## src/rtl/aes_key_expander.sv

```systemverilog
// aes_key_expander: iterative AES-128 key schedule emitting round keys 0..10 over valid/ready.
// Define AES_KEY_STORE_EN to add an 11-entry round-key store with combinational read port.

module aes_sbox (
    input  logic [7:0] a,
    output logic [7:0] y
);
    // Forward AES S-box, entry 0 in the top byte.
    localparam logic [2047:0] SBOX = {
        128'h637c777bf26b6fc53001672bfed7ab76,
        128'hca82c97dfa5947f0add4a2af9ca472c0,
        128'hb7fd9326363ff7cc34a5e5f171d83115,
        128'h04c723c31896059a071280e2eb27b275,
        128'h09832c1a1b6e5aa0523bd6b329e32f84,
        128'h53d100ed20fcb15b6acbbe394a4c58cf,
        128'hd0efaafb434d338545f9027f503c9fa8,
        128'h51a3408f929d38f5bcb6da2110fff3d2,
        128'hcd0c13ec5f974417c4a77e3d645d1973,
        128'h60814fdc222a908846eeb814de5e0bdb,
        128'he0323a0a4906245cc2d3ac629195e479,
        128'he7c8376d8dd54ea96c56f4ea657aae08,
        128'hba78252e1ca6b4c6e8dd741f4bbd8b8a,
        128'h703eb5664803f60e613557b986c11d9e,
        128'he1f8981169d98e949b1e87e9ce5528df,
        128'h8ca1890dbfe6426841992d0fb054bb16
    };

    assign y = SBOX[{~a, 3'b000} +: 8];
endmodule

module aes_key_expander #(
    parameter int KEY_W = 128,
    parameter int NR    = 10
) (
    input  logic             clk,
    input  logic             rst,
    input  logic             start,
    input  logic [KEY_W-1:0] cipher_key,
    input  logic             key_ready,
    output logic [KEY_W-1:0] round_key,
    output logic [3:0]       round_num,
    output logic             key_valid,
    output logic             busy,
    output logic             done
`ifdef AES_KEY_STORE_EN
    ,
    input  logic [3:0]       store_idx,
    output logic [KEY_W-1:0] store_key,
    output logic             store_full
`endif
);
    // state | meaning
    // IDLE  | waiting for start; done pulse clears here
    // EMIT  | round_key valid, advancing on each handshake
    typedef enum logic {IDLE, EMIT} state_t;

    state_t           state;
    logic [7:0]       rcon;
    logic [31:0]      w0, w1, w2, w3, rot, sub, t;
    logic [31:0]      n0, n1, n2, n3;
    logic [KEY_W-1:0] next_key;
    logic [7:0]       rcon_next;
    logic             handshake;

    assign w0  = round_key[127:96];
    assign w1  = round_key[95:64];
    assign w2  = round_key[63:32];
    assign w3  = round_key[31:0];
    assign rot = {w3[23:0], w3[31:24]};

    for (genvar i = 0; i < 4; i++) begin : g_sbox
        aes_sbox u_sbox (.a(rot[8*i +: 8]), .y(sub[8*i +: 8]));
    end

    assign t        = sub ^ {rcon, 24'h000000};
    assign n0       = w0 ^ t;
    assign n1       = w1 ^ n0;
    assign n2       = w2 ^ n1;
    assign n3       = w3 ^ n2;
    assign next_key = {n0, n1, n2, n3};

    assign rcon_next = {rcon[6:0], 1'b0} ^ (rcon[7] ? 8'h1b : 8'h00);
    assign handshake = (state == EMIT) && key_valid && key_ready;

    always_ff @(posedge clk) begin
        if (rst) begin
            state      <= IDLE;
            round_key  <= '0;
            round_num  <= '0;
            key_valid  <= 1'b0;
            busy       <= 1'b0;
            done       <= 1'b0;
            rcon       <= 8'h01;
`ifdef AES_KEY_STORE_EN
            store_full <= 1'b0;
`endif
        end else begin
            case (state)
                IDLE: begin
                    done <= 1'b0;
                    if (start) begin
                        state      <= EMIT;
                        round_key  <= cipher_key;
                        round_num  <= '0;
                        key_valid  <= 1'b1;
                        busy       <= 1'b1;
                        rcon       <= 8'h01;
`ifdef AES_KEY_STORE_EN
                        store_full <= 1'b0;
`endif
                    end
                end
                EMIT: begin
                    if (handshake) begin
                        if (round_num == 4'(NR)) begin
                            state      <= IDLE;
                            key_valid  <= 1'b0;
                            busy       <= 1'b0;
                            done       <= 1'b1;
`ifdef AES_KEY_STORE_EN
                            store_full <= 1'b1;
`endif
                        end else begin
                            round_key <= next_key;
                            round_num <= round_num + 4'd1;
                            rcon      <= rcon_next;
                        end
                    end
                end
                default: state <= IDLE;
            endcase
        end
    end

`ifdef AES_KEY_STORE_EN
    logic [KEY_W-1:0] store_mem [0:NR];

    always_ff @(posedge clk) begin
        if (handshake) store_mem[round_num] <= round_key;
    end

    assign store_key = (store_idx <= 4'(NR)) ? store_mem[store_idx] : '0;
`endif
endmodule

```

## config.mk

```make
export PLATFORM = sky130hd
export DESIGN_NAME = aes_key_expander
export DESIGN_NICKNAME = d
export VERILOG_FILES = /design/src/rtl/aes_key_expander.sv
export SDC_FILE = /design/constraint.sdc
export NUM_CORES = 1
export LEC_CHECK = 0
export BUFFER_PORTS_ARGS = -buffer_cell sky130_fd_sc_hd__buf_2
export CAP_MARGIN = 20
export CORE_MARGIN = 2
export CORE_UTILIZATION = 30
export CTS_CLUSTER_DIAMETER = 40
export DETAILED_ROUTE_END_ITERATION = 6
export PLACE_DENSITY = 0.48
export SYNTH_ARGS = -nofsm -noshare
export SYNTH_HDL_FRONTEND = slang
export SYNTH_SLANG_ARGS = --single-unit
```

## constraint.sdc

```tcl
create_clock -name clk -period 3.7 [get_ports clk]
set_input_delay 0.185 -clock clk [delete_from_list [all_inputs] [get_ports clk]]
set_output_delay 0.185 -clock clk [all_outputs]
set_load 0.01 [all_outputs]
```

Word level (Yosys, flattened, before mapping)
Cells that the tools add are included.
{"block": "word_totals", "register_bits": 143, "output_inout_bits": 135, "word_cells": 56}
{"block": "classes", "addsub": 1, "n_eq_ne": 5, "n_shift": 4, "muxes": 24, "bitwise": 11, "n_reduce_logical": 5}
{"operator": "$shiftx A2048 B12 Y8 const A", "n": 4}
{"operator": "$mux W128", "n": 3}
{"operator": "$pmux W128 S2", "n": 1}
{"operator": "$xor A32 B32 Y32", "n": 5}
{"operator": "$not A8 Y8", "n": 4}
{"operator": "$mux W8", "n": 3}
{"operator": "$pmux W8 S2", "n": 1}
{"operator": "$mux W4", "n": 3}
{"operator": "$mux W1", "n": 8}
{"operator": "$pmux W4 S2", "n": 1}
{"operator": "$xor A8 B5 Y8", "n": 1}
{"operator": "$pmux W1 S2", "n": 3}
{"operator": "$reduce_and A3 Y1", "n": 2}
{"operator": "$mux W5", "n": 1}
{"operator": "$add A4 B1 Y4 const B", "n": 1}
{"operator": "$eq A4 B4 Y1 const B", "n": 1}
{"operator": "$ne A2 B1 Y1 const B", "n": 2}
{"operator": "$ne A2 B2 Y1 const B", "n": 2}
{"operator": "$logic_and A1 B1 Y1", "n": 2}
{"operator": "$reduce_and A2 Y1", "n": 1}
{"operator": "$not A1 Y1", "n": 1}

Logic depth before layout (Yosys ltp)
Gate-level depths: netlist (run 1).
{"block": "logic_depth", "word_depth": 10, "ltp_mapped": 16, "ltp_nobuf": 12}

By module
From an unflattened synthesis (run 1), not the netlist that was laid out.
{"block": "hier_totals", "cells_unflattened": 3114, "area_unflattened_um2": 21917.3}
{"mod": "aes_sbox", "instances": 4, "cells_per_inst": 550, "area_each_um2": 3533.4}
{"mod": "aes_key_expander", "instances": 1, "cells_per_inst": 914, "area_each_um2": 7783.7}

Worst setup path before layout (run 1)
No wires, ideal clock.
{"block": "synth_timing", "kind": "flip-flop to flip-flop", "from": "register round_key[8]", "to": "register round_key[52]", "setup_ps": 128, "arrival_time_ps": 3804, "t_required_ps": 3572, "path_slack_ps": -232, "stages_incl_launch_ff": 16, "period_less_slack_ps": 3932, "path_cell_list": "dfxtp_1 buf_4 buf_2 clkinv_1 ha_1 clkbuf_1 or2b_4 a21oi_2 or3_1 a2111o_1 a32oi_1 xor2_1 xor2_1 mux2_2 a222oi_1 nor2_1"}
{"block": "synth_via", "elab_chain_cells": 9}
{"item": "from (decl)", "line_no": "40", "source": "output logic [KEY_W-1:0] round_key,"}
{"item": "from (signal assigned)", "line_no": "103", "source": "round_key <= cipher_key;"}
{"item": "from (signal assigned)", "line_no": "124", "source": "round_key <= next_key;"}
{"item": "$not A8 Y8", "line_no": "28", "source": "assign y = SBOX[{~a, 3'b000} +: 8];"}
{"item": "$shiftx A2048 B12 Y8", "line_no": "28"}
{"item": "$xor A32 B32 Y32", "line_no": "75", "source": "assign t = sub ^ {rcon, 24'h000000};"}
{"item": "$xor A32 B32 Y32", "line_no": "76", "source": "assign n0 = w0 ^ t;"}
{"item": "$xor A32 B32 Y32", "line_no": "77", "source": "assign n1 = w1 ^ n0;"}
{"item": "$xor A32 B32 Y32", "line_no": "78", "source": "assign n2 = w2 ^ n1;"}
{"item": "$mux W128", "line_no": "115", "source": "if (round_num == 4'(NR)) begin"}
{"item": "$mux W128", "line_no": "114", "source": "if (handshake) begin"}
{"item": "$pmux W128 S2", "line_no": "98", "source": "case (state)"}
No other way between the ends. The select of a mux whose other input is x is not followed.
A chain may end at the register's enable or synchronous reset.

Final worst setup path (run 1)
{"block": "layout_timing", "from": "register round_key[16]", "to": "register round_key[29]"}
{"block": "layout_via", "elab_chain_cells": 10}
{"item": "$not A8 Y8", "line_no": "28"}
{"item": "$shiftx A2048 B12 Y8", "line_no": "28"}
{"item": "$xor A32 B32 Y32", "line_no": "75"}
{"item": "$xor A32 B32 Y32", "line_no": "76"}
{"item": "$xor A32 B32 Y32", "line_no": "77"}
{"item": "$xor A32 B32 Y32", "line_no": "78"}
{"item": "$xor A32 B32 Y32", "line_no": "79", "source": "assign n3 = w3 ^ n2;"}
{"item": "$mux W128", "line_no": "115"}
{"item": "$mux W128", "line_no": "114"}
{"item": "$pmux W128 S2", "line_no": "98"}
No other way between the ends. The select of a mux whose other input is x is not followed.

==> results of run 1 <==
==> flip-flops by register name, summed over array words and instances, names as in the netlist <==
name       count
round_key    128
round_num      4
busy           1
state          1
done           1
rcon           8
==> kinds of logic (layout without fill, tap and decap cells) <==
family / Yosys count / in the layout / synth area share, %
buffers and inverters: 450 / 754 / 8.61
DFF: 143 / 143 / 12.4
AOI/OAI and AO/OA: 1292 / 1292 / 37.6
and+or+nand+nor: 1171 / 1171 / 25.1
adders and majority gates: 65 / 65 / 3.48
muxes: 124 / 124 / 7.55
other: 0 / 3 / 0
xor gates and xnor gates: 123 / 123 / 5.31
==> cells in the final DEF, fill, tap and decap left out, types with 39 or more instances in the layout <==
| cell | count |
|---|---|
| a211o_1 | 44 |
| a211oi_1 | 53 |
| a21oi_1 | 271 |
| a311oi_1 | 63 |
| a31oi_1 | 70 |
| and3_1 | 39 |
| buf_2 | 265 |
| buf_4 | 316 |
| dfxtp_1 | 122 |
| dlygate4sd3_1 | 55 |
| ha_1 | 51 |
| mux2i_1 | 70 |
| mux4_2 | 39 |
| nand2_1 | 226 |
| nand2b_1 | 98 |
| nand3_1 | 111 |
| nor2_1 | 308 |
| nor2b_1 | 88 |
| nor3_1 | 108 |
| o211ai_1 | 46 |
| o21ai_0 | 321 |
| xnor2_1 | 59 |
| xor2_1 | 40 |
==> area by class of cell <==
cell class | instances | area (sq um)
Timing Repair Buffer | 674 | 5010
Antenna cell | 3 | 7.51
Sequential cell | 143 | 2910
Multi-Input combinational cell | 2775 | 18600
Clock buffer | 17 | 425
Inverter | 48 | 185
Fill cell | 8130 | 47600
Tap cell | 1030 | 1290
Clock inverter | 15 | 163
==> path summary, 6_finish.rpt <==
path,end,slack [ns],depth (start not counted)
max,round_key[29],0.13,12
min,round_key[21],0.04,3
max reg2reg,round_key[29],0.13,12
min reg2reg,done,0.49,2
==> routing by layer <==
metal | vias up | track usage, % | wire length, um
li1 | 13300 | - | -
met1 | 14200 | 39.0 | 49300
met2 | 1992 | 44.5 | 51500
met3 | 457 | 6.37 | 13100
met4 | 8 | 14.5 | 6770
met5 | - | 0 | 51
==> per-stage QoR <==
| step | hold WS, ns | instances |
|---|---|---|
| global route | 0.0275 | 4703 |
| finish | 0.0358 | 4705 |
| detailed placement | 0.442 | 4609 |
| floorplan | 0.328 | 3368 |
| CTS | 0.000967 | 4696 |
| global placement | 0.439 | 4609 |
==> worst register-to-register path, stage by stage (launching register included) <==
cell,delay [ns]
dfxtp_1,0.38
inv_1,0.12
ha_2,0.39
inv_1,0.19
nand2_1,0.13
a31o_2,0.27
mux4_2,0.44
mux4_2,0.59
xnor2_4,0.21
xor2_2,0.20
xor2_1,0.20
mux2i_1,0.20
o22ai_1,0.10
==> power by group <==
part	switching, W	total, W	internal (W)
logic	0.00569	0.00971	0.00402
registers	0.000380	0.00209	0.00171
clock network	0.000979	0.00189	0.000910
total	0.00704	0.0137	0.00664
==> repair_timing <==
| item | 4_1_cts | 5_1_grt |
|---|---|---|
| hold endpoints to repair | 55 | 0 |
| resized for setup | 2 | 43 |
| pin swaps | 0 | 6 |
| hold buffers | 55 | 0 |
| endpoints found under the setup margin | 2 | 43 |
| setup buffers | 0 | 6 |
==> flow_metrics.env, run 1 <==
export IMPL_synth_flop_cell="dfxtp_1"
export IMPL_worst_clock_skew_ns=0.0318
export IMPL_failed_checks="DRC"
export IMPL_cap_viol_max_count=0
export IMPL_gp_congestion=1.04
export IMPL_dr_pass1_iters=7
export IMPL_dieArea_sq_mm=0.0794
export IMPL_cp_top_family="multiplexers"
export IMPL_grt_pass1_vias=27400
export IMPL_worst_setup_path_start_kind="flip-flop"
export IMPL_synth_top_area_cell="dfxtp_1"
export IMPL_worstHoldStart="cipher_key[21]"
export IMPL_cts_max_path_buffers=2
export IMPL_die_h_um=282
export IMPL_cp_max_fo=7
export IMPL_fin_nets=3853
export IMPL_worst_pin_slew_ns=1.07
export IMPL_finalCritPeriodShare_pct=96.4
export IMPL_fin_tns_setup_ns=0
export IMPL_async_reset_ff_share_pct=0
export IMPL_wl_um=121000
export IMPL_cts_sinks=143
export IMPL_synth_edff_count=0
export IMPL_hp_class="in -> reg"
export IMPL_required_ns=4.04
export IMPL_totalPowerFinal_w=0.0137
export IMPL_numCtsBuffers=17
export IMPL_fin_util_pct=37.5
export IMPL_vias=29900
export IMPL_power_leakage_nw=11.0
export IMPL_status="finished with violations"
export IMPL_port_buffers=266
export IMPL_io_pins=267
export IMPL_htree_levels=4
export IMPL_yosys_top_cells_area="dfxtp_1, o21ai_0, a21oi_1, nor2_1, mux4_2"
export IMPL_rows=101
export IMPL_yosys_warnings=0
export IMPL_cts_root_buffer="clkbuf_16"
export IMPL_netlist_instances=3368
export IMPL_rsz0062_at_grt="yes"
export IMPL_clk_pin_slew_ns=0.07
export IMPL_slowest_stage="mux4_2"
export IMPL_cts_tree="built"
export IMPL_place_area_sq_mm=0.0271
export IMPL_drc=1
export IMPL_yosysMostFrequentCell="o21ai_0"
export IMPL_dp_hpwl_um=85900
export IMPL_hold_violations=0
export IMPL_synthTopCellsByCount="o21ai_0, nor2_1, a21oi_1, nand2_1, clkbuf_1"
export IMPL_fp_dieW_um=282
export IMPL_synth_area_sq_mm=0.0231
export IMPL_syn2layout_area_growth_pct=23.4
export IMPL_core_area_sq_mm=0.0762
export IMPL_antenna_left=0
export IMPL_fmax_ghz=0.280
export IMPL_maxSlewViolCount=0
export IMPL_power_density_mw_per_mm2=479
export IMPL_critPathLaunch="round_key[16]"
export IMPL_r2r_start="round_key[16]"
export IMPL_worstPathArrival_ns=3.91
export IMPL_pre_cts_slack_ns=-0.0726
export IMPL_antenna_found_initial=6
export IMPL_clock_latency_ns=0.52
export IMPL_finalCriticalPeriod_ns=3.57
export IMPL_seq_area_frac_synth_pct=12.4
export IMPL_synth_top_area_share_pct=12.4
export IMPL_gr_total_overflow=0
export IMPL_worst_setup_path_type="reg -> reg"
export IMPL_first_iter_violations=4243
export IMPL_synth_seq_cells=143
export IMPL_setup_ws_ns=0.134
export IMPL_grt_max_degree=137
export IMPL_peakVddDrop_mv=0.306
export IMPL_path_buf_inv=2
export IMPL_grt_usage_pct=29.3
export IMPL_viasPerCell=6.36
export IMPL_end_kind="flip-flop"
export IMPL_wl_per_cell_um=25.6
export IMPL_slew_headroom_pct=28.3
export IMPL_cp_slowest_stage_delay_ns=0.59
export IMPL_syn_num_nets=3562
export IMPL_finish_instance_area_sq_mm=0.0286
export IMPL_setup_viol=0
export IMPL_crit_chain="inv_1, ha_2, inv_1, nand2_1, a31o_2, mux4_2, mux4_2, xnor2_4, xor2_2, xor2_1, mux2i_1, o22ai_1"
export IMPL_drive_gt1_share_pct=22.8
export IMPL_yosys_cell_types_count=102
export IMPL_start_util_pct=30.4
export IMPL_synth_avg_cell_area_sq_um=6.87
export IMPL_grt_pass1_wl_um=179000
(Power assumes the default switching activity.)
==> inputs of run 2 (changes only) <==
--- a/config.mk
+++ b/config.mk
@@ -7,11 +7,14 @@
 export LEC_CHECK = 0
 export BUFFER_PORTS_ARGS = -buffer_cell sky130_fd_sc_hd__buf_2
 export CAP_MARGIN = 20
+export CELL_PAD_IN_SITES_DETAIL_PLACEMENT = 0
+export CELL_PAD_IN_SITES_GLOBAL_PLACEMENT = 2
 export CORE_MARGIN = 2
-export CORE_UTILIZATION = 30
+export CORE_UTILIZATION = 31
 export CTS_CLUSTER_DIAMETER = 40
 export DETAILED_ROUTE_END_ITERATION = 6
-export PLACE_DENSITY = 0.48
+export PLACE_DENSITY = 0.79
+export RECOVER_POWER = 50
 export SYNTH_ARGS = -nofsm -noshare
 export SYNTH_HDL_FRONTEND = slang
 export SYNTH_SLANG_ARGS = --single-unit
==> flow_metrics.env, run 2 (synthesized netlist as in run 1, its figures left out) <==
export IMPL_status="completed"
export IMPL_setup_viol=0
export IMPL_cts_max_path_buffers=2
export IMPL_hp_class="in -> reg"
export IMPL_viasPerCell=6.41
export IMPL_final_common_cell="buf_4"
export IMPL_worst_setup_path_type="reg -> reg"
export IMPL_first_iter_violations=4264
export IMPL_clock_latency_ns=0.52
export IMPL_worst_setup_path_start_kind="flip-flop"
export IMPL_worst_pin_slew_ns=1.04
export IMPL_peakVddDrop_mv=0.276
export IMPL_final_cell_mix="buf_4, o21ai_0, nor2_1"
export IMPL_gr_total_overflow=0
export IMPL_antenna_found_initial=6
export IMPL_power_density_mw_per_mm2=488
export IMPL_whs_ns=0.0253
export IMPL_fin_nets=3893
export IMPL_slew_headroom_pct=30.8
export IMPL_crit_chain="buf_12, ha_1, buf_4, and2_1, nor3_1, a2111oi_0, nor4bb_1, a311oi_2, xnor2_1, xnor2_1, mux2i_1, o22ai_1"
export IMPL_reg2reg_slack_ns=0.10
export IMPL_rows=100
export IMPL_port_buffers=266
export IMPL_gp_congestion=1.01
export IMPL_dr_pass1_iters=6
export IMPL_finalCriticalPeriod_ns=3.60
export IMPL_grt_pass1_vias=27600
export IMPL_power_leakage_nw=10.8
export IMPL_cp_max_fo=13
export IMPL_nFillCells=7940
export IMPL_cts_sinks=143
export IMPL_pre_cts_slack_ns=0.0541
export IMPL_end_kind="flip-flop"
export IMPL_largest_register_ffs=128
export IMPL_setup_ws_ns=0.104
export IMPL_htree_levels=4
export IMPL_wl_per_cell_um=26.8
export IMPL_worstPathArrival_ns=3.97
export IMPL_crit_end="round_key[46]"
export IMPL_drive_gt1_share_pct=20.8
export IMPL_drc=0
export IMPL_start_util_pct=31.2
export IMPL_dieArea_sq_mm=0.0769
export IMPL_clk_pin_slew_ns=0.10
export IMPL_numCtsBuffers=17
export IMPL_cts_tree="built"
export IMPL_vias=30000
export IMPL_hold_violations=0
export IMPL_syn2layout_area_growth_pct=23.7
export IMPL_slowest_stage="a311oi_2"
export IMPL_critPathLaunch="round_key[0]"
export IMPL_cp_slowest_stage_delay_ns=0.66
export IMPL_rsz0062_at_grt="yes"
export IMPL_cts_root_buffer="clkbuf_16"
export IMPL_crit_top_cell="xnor2_1"
export IMPL_fmax_ghz=0.278
export IMPL_die_h_um=277
export IMPL_dp_hpwl_um=90200
export IMPL_required_ns=4.08
export IMPL_core_area_sq_mm=0.0742
export IMPL_grt_max_degree=137
export IMPL_io_pins=267
export IMPL_fp_dieW_um=277
export IMPL_antenna_left=0
export IMPL_ff2ff_path_depth=12
export IMPL_wl_um=125000
export IMPL_cap_viol_max_count=0
export IMPL_reg_top3="round_key x128, rcon x8, round_num x4"
export IMPL_grt_pass1_wl_um=185000
export IMPL_rr_endpoint="round_key[46]"
export IMPL_worst_clock_skew_ns=0.0277
export IMPL_grt_usage_pct=31.1
export IMPL_r2r_start="round_key[0]"
export IMPL_maxSlewViolCount=0
export IMPL_regMostFlops="round_key"
export IMPL_finalCritPeriodShare_pct=97.2
run 2: metrics by stage:
stage                     total power, W  instances    TNS [ns]  cell area (sq um)  util [%]
after floorplan                  0.00776       3368     -0.0964              23200         -
after global routing              0.0146       4681     -0.0992              28600      38.6
final                             0.0140       4682           0              28600      38.6
after CTS                         0.0136       4678           0              28500      38.4
after global placement            0.0117       4586  -0.0000984              27300      36.8
after detailed placement          0.0115       4586           0              27300      36.8
run 2: timing repair:
action | 4_1_cts | 5_1_grt
hold buffers | 60 | 0
setup buffers | 0 | 2
endpoints found under the hold margin | 60 | 0
gates resized for setup | 0 | 45
setup endpoints to repair | 0 | 35
run 2: routing by layer:
metal	GRT usage (%)	routed length, um
met5	0	35
met4	13.9	6420
met1	42.2	51800
met3	5.55	12300
met2	47.9	54900
run 2: critical path, delay by kind of cell, from the launching register on:
kind,cells,cell delay [ns]
compound gates,3,1.21
simple gates,3,0.55
flops,1,0.46
xor+xnor,2,0.45
buf+inv,2,0.36
fa+ha+maj,1,0.22
mux,1,0.21
run 2: layout make-up:
class	instances	area, sq um	share of cell area (%)
Inverter	48	188	0.655
Timing Repair Buffer	714	5200	18.1
Clock buffer	18	450	1.57
Antenna cell	1	2.50	0.00874
Clock inverter	14	165	0.577
Tap cell	969	1210	4.23
Sequential cell	143	2910	10.1
Multi-Input combinational cell	2775	18500	64.7
run 2: worst min-delay path by stage:
stage                      to  slack, ns             from  cells past startpoint
2_1_floorplan    round_key[1]       0.33    cipher_key[1]                      2
3_3_place_gp     round_key[3]       0.44    cipher_key[3]                      3
3_5_place_dp     round_key[3]       0.45    cipher_key[3]                      3
4_1_cts        round_key[107]     0.0004  cipher_key[107]                      3
5_1_grt         round_key[56]       0.02   cipher_key[56]                      3
6_report       round_key[107]       0.03  cipher_key[107]                      3
run 2: report_power, final:
part	leakage, nW	total [W]	internal (W)	switching [W]
registers	1.19	0.00209	0.00170	0.000390
clock network	0.299	0.00201	0.00100	0.00101
logic	9.30	0.00986	0.00406	0.00581
